`config.mk`:
```
export PLATFORM = sky130hd
export DESIGN_NAME = hazard_forward_ctrl
export DESIGN_NICKNAME = d
export VERILOG_FILES = /design/src/rtl/hazard_forward_ctrl_pkg.sv /design/src/rtl/hazard_forward_ctrl_stage_reg.sv /design/src/rtl/hazard_forward_ctrl.sv
export SDC_FILE = /design/constraint.sdc
export NUM_CORES = 1
export LEC_CHECK = 0
export ABC_CLOCK_PERIOD_IN_PS = 2200
export BUFFER_PORTS_ARGS = -buffer_cell sky130_fd_sc_hd__buf_4
export CAP_MARGIN = 40
export CELL_PAD_IN_SITES_DETAIL_PLACEMENT = 0
export CELL_PAD_IN_SITES_GLOBAL_PLACEMENT = 1
export CORE_ASPECT_RATIO = 1.1
export CORE_MARGIN = 2
export CORE_UTILIZATION = 38
export DETAILED_ROUTE_END_ITERATION = 6
export GPL_TIMING_DRIVEN = 0
export HOLD_SLACK_MARGIN = 0.12
export PLACE_DENSITY = 0.84
export SYNTH_ARGS = -nofsm -noshare
export SYNTH_HDL_FRONTEND = slang
export SYNTH_SLANG_ARGS = --single-unit
```
`constraint.sdc`:
```
create_clock -name clk -period 2.2 [get_ports clk]
set_clock_uncertainty 0.15 [all_clocks]
set_input_delay 0.44 -clock clk [delete_from_list [all_inputs] [get_ports clk]]
set_output_delay 0.44 -clock clk [all_outputs]
set_load 0.005 [all_outputs]
```
`src/rtl/hazard_forward_ctrl_pkg.sv`:
```
// Shared types and constants for the hazard/forwarding controller.
// Build option HAZARD_PERF_EN (see hazard_forward_ctrl.sv) does not affect this package.
package hazard_forward_ctrl_pkg;

  localparam int SHADOW_ADDR_W = 5;

  localparam logic [1:0] FWD_REG    = 2'b00;
  localparam logic [1:0] FWD_MEM_WB = 2'b01;
  localparam logic [1:0] FWD_EX_MEM = 2'b10;

  localparam logic [SHADOW_ADDR_W-1:0] REG_ZERO = '0;

  typedef struct packed {
    logic [SHADOW_ADDR_W-1:0] dest;
    logic                     reg_write;
    logic                     mem_read;
  } shadow_entry_t;

  localparam shadow_entry_t SHADOW_EMPTY = '{dest: '0, reg_write: 1'b0, mem_read: 1'b0};

  // Newest producer wins: the EX entry is checked before the MEM entry.
  function automatic logic [1:0] fwd_select(input logic [SHADOW_ADDR_W-1:0] src,
                                            input logic used,
                                            input shadow_entry_t ex,
                                            input shadow_entry_t mem);
    fwd_select = FWD_REG;
    if (used && src != REG_ZERO) begin
      if (ex.reg_write && ex.dest == src)
        fwd_select = FWD_EX_MEM;
      else if (mem.reg_write && mem.dest == src)
        fwd_select = FWD_MEM_WB;
    end
  endfunction

endpackage

```
`src/rtl/hazard_forward_ctrl_stage_reg.sv`:
```
// One shadow pipeline entry (dest, reg_write, mem_read) with enable and
// synchronous clear; the clear wins over the enable and loads an empty entry.
module hazard_stage_reg
  import hazard_forward_ctrl_pkg::*;
(
  input  logic          clk,
  input  logic          reset,
  input  logic          en,
  input  logic          clr,
  input  shadow_entry_t d,
  output shadow_entry_t q
);

  shadow_entry_t entry_q, entry_d;

  always_comb begin
    entry_d = entry_q;
    if (clr)
      entry_d = SHADOW_EMPTY;
    else if (en)
      entry_d = d;
  end

  always_ff @(posedge clk or posedge reset) begin
    if (reset)
      entry_q <= SHADOW_EMPTY;
    else
      entry_q <= entry_d;
  end

  assign q = entry_q;

endmodule

```
`src/rtl/hazard_forward_ctrl.sv`:
```
// Hazard controller for the 5-stage MIPS core: registered forward selects,
// load-use bubbles and branch flushes. Define HAZARD_PERF_EN for stall/flush counters.
module hazard_forward_ctrl
  import hazard_forward_ctrl_pkg::*;
#(
  parameter int REG_ADDR_W = 5,
  parameter int CNT_W      = 32
) (
  input  logic                  clk,
  input  logic                  reset,
  input  logic                  id_valid,
  input  logic [REG_ADDR_W-1:0] id_rs,
  input  logic [REG_ADDR_W-1:0] id_rt,
  input  logic                  id_uses_rs,
  input  logic                  id_uses_rt,
  input  logic [REG_ADDR_W-1:0] id_dest,
  input  logic                  id_reg_write,
  input  logic                  id_mem_read,
  input  logic                  ex_branch_taken,
  input  logic                  ext_stall,
  output logic [1:0]            ForwardA,
  output logic [1:0]            ForwardB,
  output logic                  pc_write,
  output logic                  if_id_write,
  output logic                  id_ex_bubble,
  output logic                  flush_if_id,
  output logic                  flush_id_ex
`ifdef HAZARD_PERF_EN
  ,
  output logic [CNT_W-1:0]      stall_count,
  output logic [CNT_W-1:0]      flush_count
`endif
);

  if (REG_ADDR_W != SHADOW_ADDR_W || CNT_W < 1) begin : g_bad_cfg
    $error("hazard_forward_ctrl: REG_ADDR_W must equal SHADOW_ADDR_W and CNT_W must be positive");
  end

  shadow_entry_t ex_q, mem_q, wb_q, ex_d;
  logic          load_use, advance, ex_clr;
  logic [1:0]    fwd_a_q, fwd_a_d, fwd_b_q, fwd_b_d;

  always_comb begin
    load_use = id_valid && ex_q.mem_read && (ex_q.dest != REG_ZERO) &&
               ((id_uses_rs && ex_q.dest == id_rs) || (id_uses_rt && ex_q.dest == id_rt));
    pc_write     = 1'b1;
    if_id_write  = 1'b1;
    id_ex_bubble = 1'b0;
    flush_if_id  = 1'b0;
    flush_id_ex  = 1'b0;
    if (reset) begin
      // outputs stay at their idle values while state is being cleared
    end else if (ext_stall) begin
      pc_write    = 1'b0;
      if_id_write = 1'b0;
    end else if (ex_branch_taken) begin
      flush_if_id = 1'b1;
      flush_id_ex = 1'b1;
    end else if (load_use) begin
      pc_write     = 1'b0;
      if_id_write  = 1'b0;
      id_ex_bubble = 1'b1;
    end
  end

  always_comb begin
    advance = !ext_stall;
    ex_clr  = advance && (!id_valid || id_ex_bubble || flush_id_ex);
    ex_d    = '{dest: id_dest, reg_write: id_reg_write, mem_read: id_mem_read};
    fwd_a_d = fwd_a_q;
    fwd_b_d = fwd_b_q;
    // Selects are fixed at the ID->EX transfer; a bubble entering EX reads the regfile.
    if (advance) begin
      fwd_a_d = ex_clr ? FWD_REG : fwd_select(id_rs, id_uses_rs, ex_q, mem_q);
      fwd_b_d = ex_clr ? FWD_REG : fwd_select(id_rt, id_uses_rt, ex_q, mem_q);
    end
  end

  always_ff @(posedge clk or posedge reset) begin
    if (reset) begin
      fwd_a_q <= FWD_REG;
      fwd_b_q <= FWD_REG;
    end else begin
      fwd_a_q <= fwd_a_d;
      fwd_b_q <= fwd_b_d;
    end
  end

  assign ForwardA = fwd_a_q;
  assign ForwardB = fwd_b_q;

  hazard_stage_reg u_ex  (.clk(clk), .reset(reset), .en(advance), .clr(ex_clr), .d(ex_d),  .q(ex_q));
  hazard_stage_reg u_mem (.clk(clk), .reset(reset), .en(advance), .clr(1'b0),   .d(ex_q),  .q(mem_q));
  hazard_stage_reg u_wb  (.clk(clk), .reset(reset), .en(advance), .clr(1'b0),   .d(mem_q), .q(wb_q));

  // The regfile is write-through, so nothing downstream consumes the WB entry.
  logic unused_wb;
  assign unused_wb = ^wb_q;

`ifdef HAZARD_PERF_EN
  logic [CNT_W-1:0] stall_count_q, stall_count_d, flush_count_q, flush_count_d;

  always_comb begin
    stall_count_d = stall_count_q;
    flush_count_d = flush_count_q;
    if (id_ex_bubble && stall_count_q != '1)
      stall_count_d = stall_count_q + CNT_W'(1);
    if (flush_id_ex && flush_count_q != '1)
      flush_count_d = flush_count_q + CNT_W'(1);
  end

  always_ff @(posedge clk or posedge reset) begin
    if (reset) begin
      stall_count_q <= '0;
      flush_count_q <= '0;
    end else begin
      stall_count_q <= stall_count_d;
      flush_count_q <= flush_count_d;
    end
  end

  assign stall_count = stall_count_q;
  assign flush_count = flush_count_q;
`endif

endmodule

```
### Word level (Yosys, flattened, before mapping)

Index checks and enable logic that the tools add are counted.

| word-level totals | value |
|---|---|
| RAM bits | 0 |
| word-level logic and storage cells | 53 |
| memory bits (read-only) | 0 |
| memories | 0 |
| bits in latches | 0 |
| output and inout bits | 9 |
| register bits | 17 |

| cells by class | value |
|---|---|
| bitwise logic cells | 0 |
| equality and inequality tests | 5 |
| $lt $le $gt $ge | 0 |
| muxes and demuxes | 21 |
| multiply operators | 0 |
| reduce and logical (&&, ||, !) cells | 20 |
| shift-type cells | 0 |
| div/mod/pow operators | 0 |
| add/subtract/negate cells | 0 |

Operators by type and width:

| kind | count |
|---|---|
| == test 5 bit | 4 |
| nonzero test 5 bit | 3 |
| two-way mux 7 bit | 2 |
| two-way mux 1 bit | 13 |
| logical AND 1 bit | 12 |
| two-way mux 2 bit | 6 |
| logical OR 1 bit | 3 |
| logical NOT 1 bit | 2 |
| inequality test 2 x 1 -> 1 bit (second input constant) | 1 |

### Logic depth before layout (Yosys ltp)

| depth | value |
|---|---|
| word-level depth | 12 |
| gate-level depth with buffers | 6 |
| depth with buffers taken out | 5 |

### By module

A second synthesis with hierarchy kept.

| second synthesis, totals | value |
|---|---|
| cell total of the unflattened synthesis | 122 |
| area, all modules | 1171.1 µm² |

By module, submodules not included:

| module | area each (µm²) | times used | cells an instance |
|---|---|---|---|
| hazard_forward_ctrl | 598.1 | 1 | 76 |
| hazard_stage_reg | 286.5 | 2 | 23 |

### Worst setup path after synthesis

OpenSTA, ideal clock, no wires.

| path | value |
|---|---|
| path type | reg2out |
| start | reg u_ex.entry_q (netlist bit u_ex.q[2]) |
| end | out pc_write |
| cell stages (with the launch flop) | 7 |
| path buffers | 1 |
| data required time | 1.610 ns |
| setup slack | 0.089 ns |
| arrival | 1.521 ns |
| cells stage by stage | dfrtp_1 -> or4_1 -> nor2_2 -> nor3_2 -> a21o_2 -> nand2_1 -> buf_4 |

| between the ends | value |
|---|---|
| longest elaborated chain between the ends | 8 |
| elaborated cells on any way between the ends | 12 |
| classes of those cells | 2 x eq/ne; 4 x mux; 6 x reduce/logical |

RTL lines:

| what | RTL line | RTL |
|---|---|---|
| from (decl) | hazard_forward_ctrl_stage_reg.sv:14 | `shadow_entry_t entry_q, entry_d;` |
| from (signal assigned) | hazard_forward_ctrl_stage_reg.sv:28 | `entry_q <= entry_d;` |
| == test 5 bit | hazard_forward_ctrl.sv:45 | `((id_uses_rs && ex_q.dest == id_rs) \|\| (id_uses_rt && ex_q.dest == id_rt));` |
| logical AND 1 bit | hazard_forward_ctrl.sv:45 |  |
| logical OR 1 bit | hazard_forward_ctrl.sv:45 |  |
| logical AND 1 bit (*) | hazard_forward_ctrl.sv:44 | `load_use = id_valid && ex_q.mem_read && (ex_q.dest != REG_ZERO) &&` |
| two-way mux 1 bit (*) (4 in series) | - |  |
| to (decl) | hazard_forward_ctrl.sv:23 | `output logic pc_write,` |

Mark *: on every way between the ends. The rest lies on a longest branch, timed or not.

### Worst setup path in the final report

| path | value |
|---|---|
| start | reg u_ex.entry_q (netlist bit u_ex.q[3]) |
| end | out pc_write |

| between the ends | value |
|---|---|
| longest elaborated chain between the ends | 8 |
| elaborated cells on any way between the ends | 12 |
| classes of those cells | 2 x eq/ne; 4 x mux; 6 x reduce/logical |

RTL lines:

| what | RTL line | RTL |
|---|---|---|
| == test 5 bit | hazard_forward_ctrl.sv:45 |  |
| logical AND 1 bit | hazard_forward_ctrl.sv:45 |  |
| logical OR 1 bit | hazard_forward_ctrl.sv:45 |  |
| logical AND 1 bit (*) | hazard_forward_ctrl.sv:44 |  |
| two-way mux 1 bit (*) | hazard_forward_ctrl.sv:59 | `end else if (load_use) begin` |
| two-way mux 1 bit (*) | hazard_forward_ctrl.sv:56 | `end else if (ex_branch_taken) begin` |
| two-way mux 1 bit (*) | hazard_forward_ctrl.sv:53 | `end else if (ext_stall) begin` |
| two-way mux 1 bit (*) | hazard_forward_ctrl.sv:51 | `if (reset) begin` |

Marks and branches as above.

==> metrics.json <==
{
  "result_of_the_run": "finished, violations left",
  "failing_checks": "negative setup slack",
  "yosys_most_used_dff": "sky130_fd_sc_hd__dfrtp_1",
  "placement.io_buffers": 32,
  "numPlacedInstances": 164,
  "clkTransAtPathRegs_ps": 110,
  "crit_path_start_kind": "register",
  "cp.arrival_ps": 1900,
  "worst_vdd_rail_ir_drop_v": 0.000390,
  "routed-via-count": 931,
  "number_of_antenna_violations_at_the_first_check_in_global_routing": 0,
  "dpl_wire_length_microns": 1920,
  "slowest_stage_delay_on_critical_path_ps": 550,
  "starting_density_of_the_core_pct": 39.2,
  "routed.top_layer": "met4",
  "maxSlewHeadroom_pct": 48.0,
  "crit_fanout": 4,
  "n_fill_cell": 243,
  "static-leakage-power_nw": 0.735,
  "period_share_pct": 113,
  "first_global_vias": 912,
  "sequence_of_cells_on_the_critical_path": "or4_4 > nor2_4 > nor3_4 > a21o_2 > nand2_2 > buf_6 > buf_6",
  "met3RoutedLength_microns": 94,
  "grt.total_usage_pct": 18.0,
  "critPathKind": "register to output port",
  "grt_pass1_wl_microns": 4150,
  "detailroute.wirelength.met2_microns": 1270,
  "yosys_warnings": 0,
  "synth-seq-area-share_pct": 39.8,
  "setup.reg_to_reg.worst_slack_ps": 200,
  "holdCritPathClass": "primary input to async pin",
  "place.gp.congestion": 0.926,
  "h_tree_levels": 1,
  "post_synth_instance_area_sq_um": 1070,
  "drt-total-wl_microns": 2560,
  "m1WireLength_microns": 1140,
  "antenna_cells_inserted": 0,
  "worst_pin_slew_ps": 779,
  "synth_largest_type_area_fraction_pct": 39.8,
  "yosys.cell_types.count": 27,
  "final_report_max_slew_violation_count": 0,
  "end_kind": "output port",
  "path_buf_inv": 2,
  "most_area_hungry_cell_type_in_the_yosys_netlist": "sky130_fd_sc_hd__dfrtp_1",
  "cap_viol_max_count": 0,
  "synth-edff-count": 0,
  "top_level_pins": 33,
  "clockBufferDepth": 2,
  "grt_setup_unrepaired": "true",
  "setup_slack_ps": -293,
  "tritoncts_clock_tree": "built",
  "fp.dieH_microns": 59.6,
  "layout-drive-gt1-share_pct": 52.1,
  "number_of_cts_inserted_buffers": 3,
  "drt_first_iter_violations": 11,
  "fmax_ghz": 0.401,
  "report.power.total_uw": 786,
  "holdBufCountCts": 0,
  "floorplan.die_area_sq_um": 3250,
  "power_per_cell_area_nw_per_um2": 518,
  "setup_viol": 3,
  "critPathMostFrequentCell": "sky130_fd_sc_hd__buf_6",
  "routed_wire_length_per_instance_microns": 14.5,
  "num_rows": 20,
  "multiInputGateArea_sq_um": 659,
  "worstPathRequired_ps": 1610,
  "synth_area_per_cell_sq_um": 10.8,
  "dr.pass1.iters": 4,
  "synth.top_cells.by_area": "sky130_fd_sc_hd__dfrtp_1 40%, sky130_fd_sc_hd__xnor2_1 9.8%, sky130_fd_sc_hd__a22o_2 6.6%, sky130_fd_sc_hd__xor2_1 6.6%, sky130_fd_sc_hd__mux2_2 6.3%",
  "overall_overflow_remaining_after_global_route": 0,
  "final_core_utilization_pct": 55.6,
  "grt_max_degree": 21,
  "clockRootBuffer": "sky130_fd_sc_hd__clkbuf_4",
  "clock_insertion_delay_worst_skew_ps": 300,
  "cts.sink_count": 17,
  "synth_fp_nets": 123,
  "critical_path.slowest_cell": "sky130_fd_sc_hd__or4_4",
  "postSynthRegisterBits": 17,
  "via_density": 5.26,
  "path_delay_family": "simple AND/OR/NAND/NOR gates",
  "synthToLayoutAreaGrowth_pct": 42.0,
  "die_w_microns": 54.6,
  "finalHoldViolations": 0,
  "layout.cells.non_filler": 177,
  "route.detailed.drc": 0,
  "synth-async-reset-ratio_pct": 100,
  "seq_area_sq_um": 429,
  "placeableCoreArea_sq_um": 2730,
  "preCtsSetupSlack_ps": -176,
  "period_needed_ps": 2490,
  "synthCells": 99,
  "setup-tns-final_ps": -817,
  "final_antenna_net_count": 0,
  "finish.net_count": 169
}
[cells in the final DEF, fill, tap and decap left out, types with 2 or more instances in the layout]
master / n
sky130_fd_sc_hd__dfrtp_1: 14
sky130_fd_sc_hd__or3_1: 2
sky130_fd_sc_hd__a21o_1: 7
sky130_fd_sc_hd__buf_6: 5
sky130_fd_sc_hd__a32o_1: 4
sky130_fd_sc_hd__nor2_1: 6
sky130_fd_sc_hd__xor2_1: 8
sky130_fd_sc_hd__xnor2_2: 2
sky130_fd_sc_hd__xnor2_1: 10
sky130_fd_sc_hd__dfrtp_2: 3
sky130_fd_sc_hd__a22o_2: 7
sky130_fd_sc_hd__mux2_2: 6
sky130_fd_sc_hd__clkbuf_4: 3
sky130_fd_sc_hd__buf_4: 39
sky130_fd_sc_hd__nor4_1: 2
sky130_fd_sc_hd__o311a_1: 2
sky130_fd_sc_hd__nand3_1: 8
[cell type report]
class | count | area share (%)
multi-input combinational | 76 | 43.4
sequential | 17 | 28.3
timing repair buffer | 41 | 21.0
tap | 33 | 2.72
buffer | 4 | 2.23
clock buffer | 3 | 1.48
inverter | 2 | 0.495
clock inverter | 1 | 0.330
[through the flow]
stage	area [sq um]	hold slack (ps)
floorplan	1070	241
global placement	1350	328
detailed placement	1350	348
CTS	1440	150
global route	1520	176
finish	1520	138
[worst paths after layout]
kind,start,end,cells after the start
worst min register to register,ForwardB[1],ForwardB[1],1
min in group clk,id_mem_read,u_ex.q[0],2
max in group asynchronous,reset,u_ex.q[4],2
worst min-delay path,reset,u_ex.q[0],2
worst max register to register,u_ex.q[3],u_ex.q[4],7
worst max-delay path,u_ex.q[3],pc_write,7
[sequential cells by signal, summed over array words and instances, names as in the netlist]
name / count
u_ex.q: 7
u_mem.q: 6
ForwardA: 2
ForwardB: 2
[routing by layer]
layer | up-vias | GRT usage, %
li1 | 454 | -
met5 | - | 0
met1 | 452 | 23.3
met2 | 21 | 27.9
met4 | 0 | 9.29
met3 | 4 | 3.79
[where the power goes]
| group | leakage (nW) | total [mW] | switching, mW | internal, mW |
|---|---|---|---|---|
| Combinational | 0.499 | 0.231 | 0.0965 | 0.135 |
| Sequential | 0.219 | 0.380 | 0.0378 | 0.342 |
| Clock | 0.0177 | 0.174 | 0.107 | 0.0676 |
| Total | 0.735 | 0.786 | 0.241 | 0.545 |
[synth_stat cells, types with 2 or more instances]
cell type and number:
sky130_fd_sc_hd__a22o_2 7, sky130_fd_sc_hd__nand3_1 8, sky130_fd_sc_hd__a21o_1 7, sky130_fd_sc_hd__or3_1 2
sky130_fd_sc_hd__o311a_1 2, sky130_fd_sc_hd__nor2_1 6, sky130_fd_sc_hd__dfrtp_1 17, sky130_fd_sc_hd__buf_4 2
sky130_fd_sc_hd__nand2_1 2, sky130_fd_sc_hd__a32o_1 4, sky130_fd_sc_hd__xor2_1 8, sky130_fd_sc_hd__mux2_2 6
sky130_fd_sc_hd__nor4_1 2, sky130_fd_sc_hd__xnor2_1 12, sky130_fd_sc_hd__inv_1 2
[logic make-up after synthesis]
| family | count (synthesis) | share of synthesized area, % |
|---|---|---|
| xor+xnor | 20 | 16.4 |
| buf+inv | 6 | 3.51 |
| simple gates | 26 | 13.2 |
| mux | 6 | 6.32 |
| flops | 17 | 39.8 |
| compound gates | 24 | 20.7 |
[repair_timing]
item | CTS | global route
pin swaps | 5 | 3
setup buffers | 4 | 5
setup endpoints to repair | 3 | 3
gates resized for setup | 9 | 8
hold endpoints to repair | 0 | 0
Note: power is estimated with default switching activity, not from simulation.
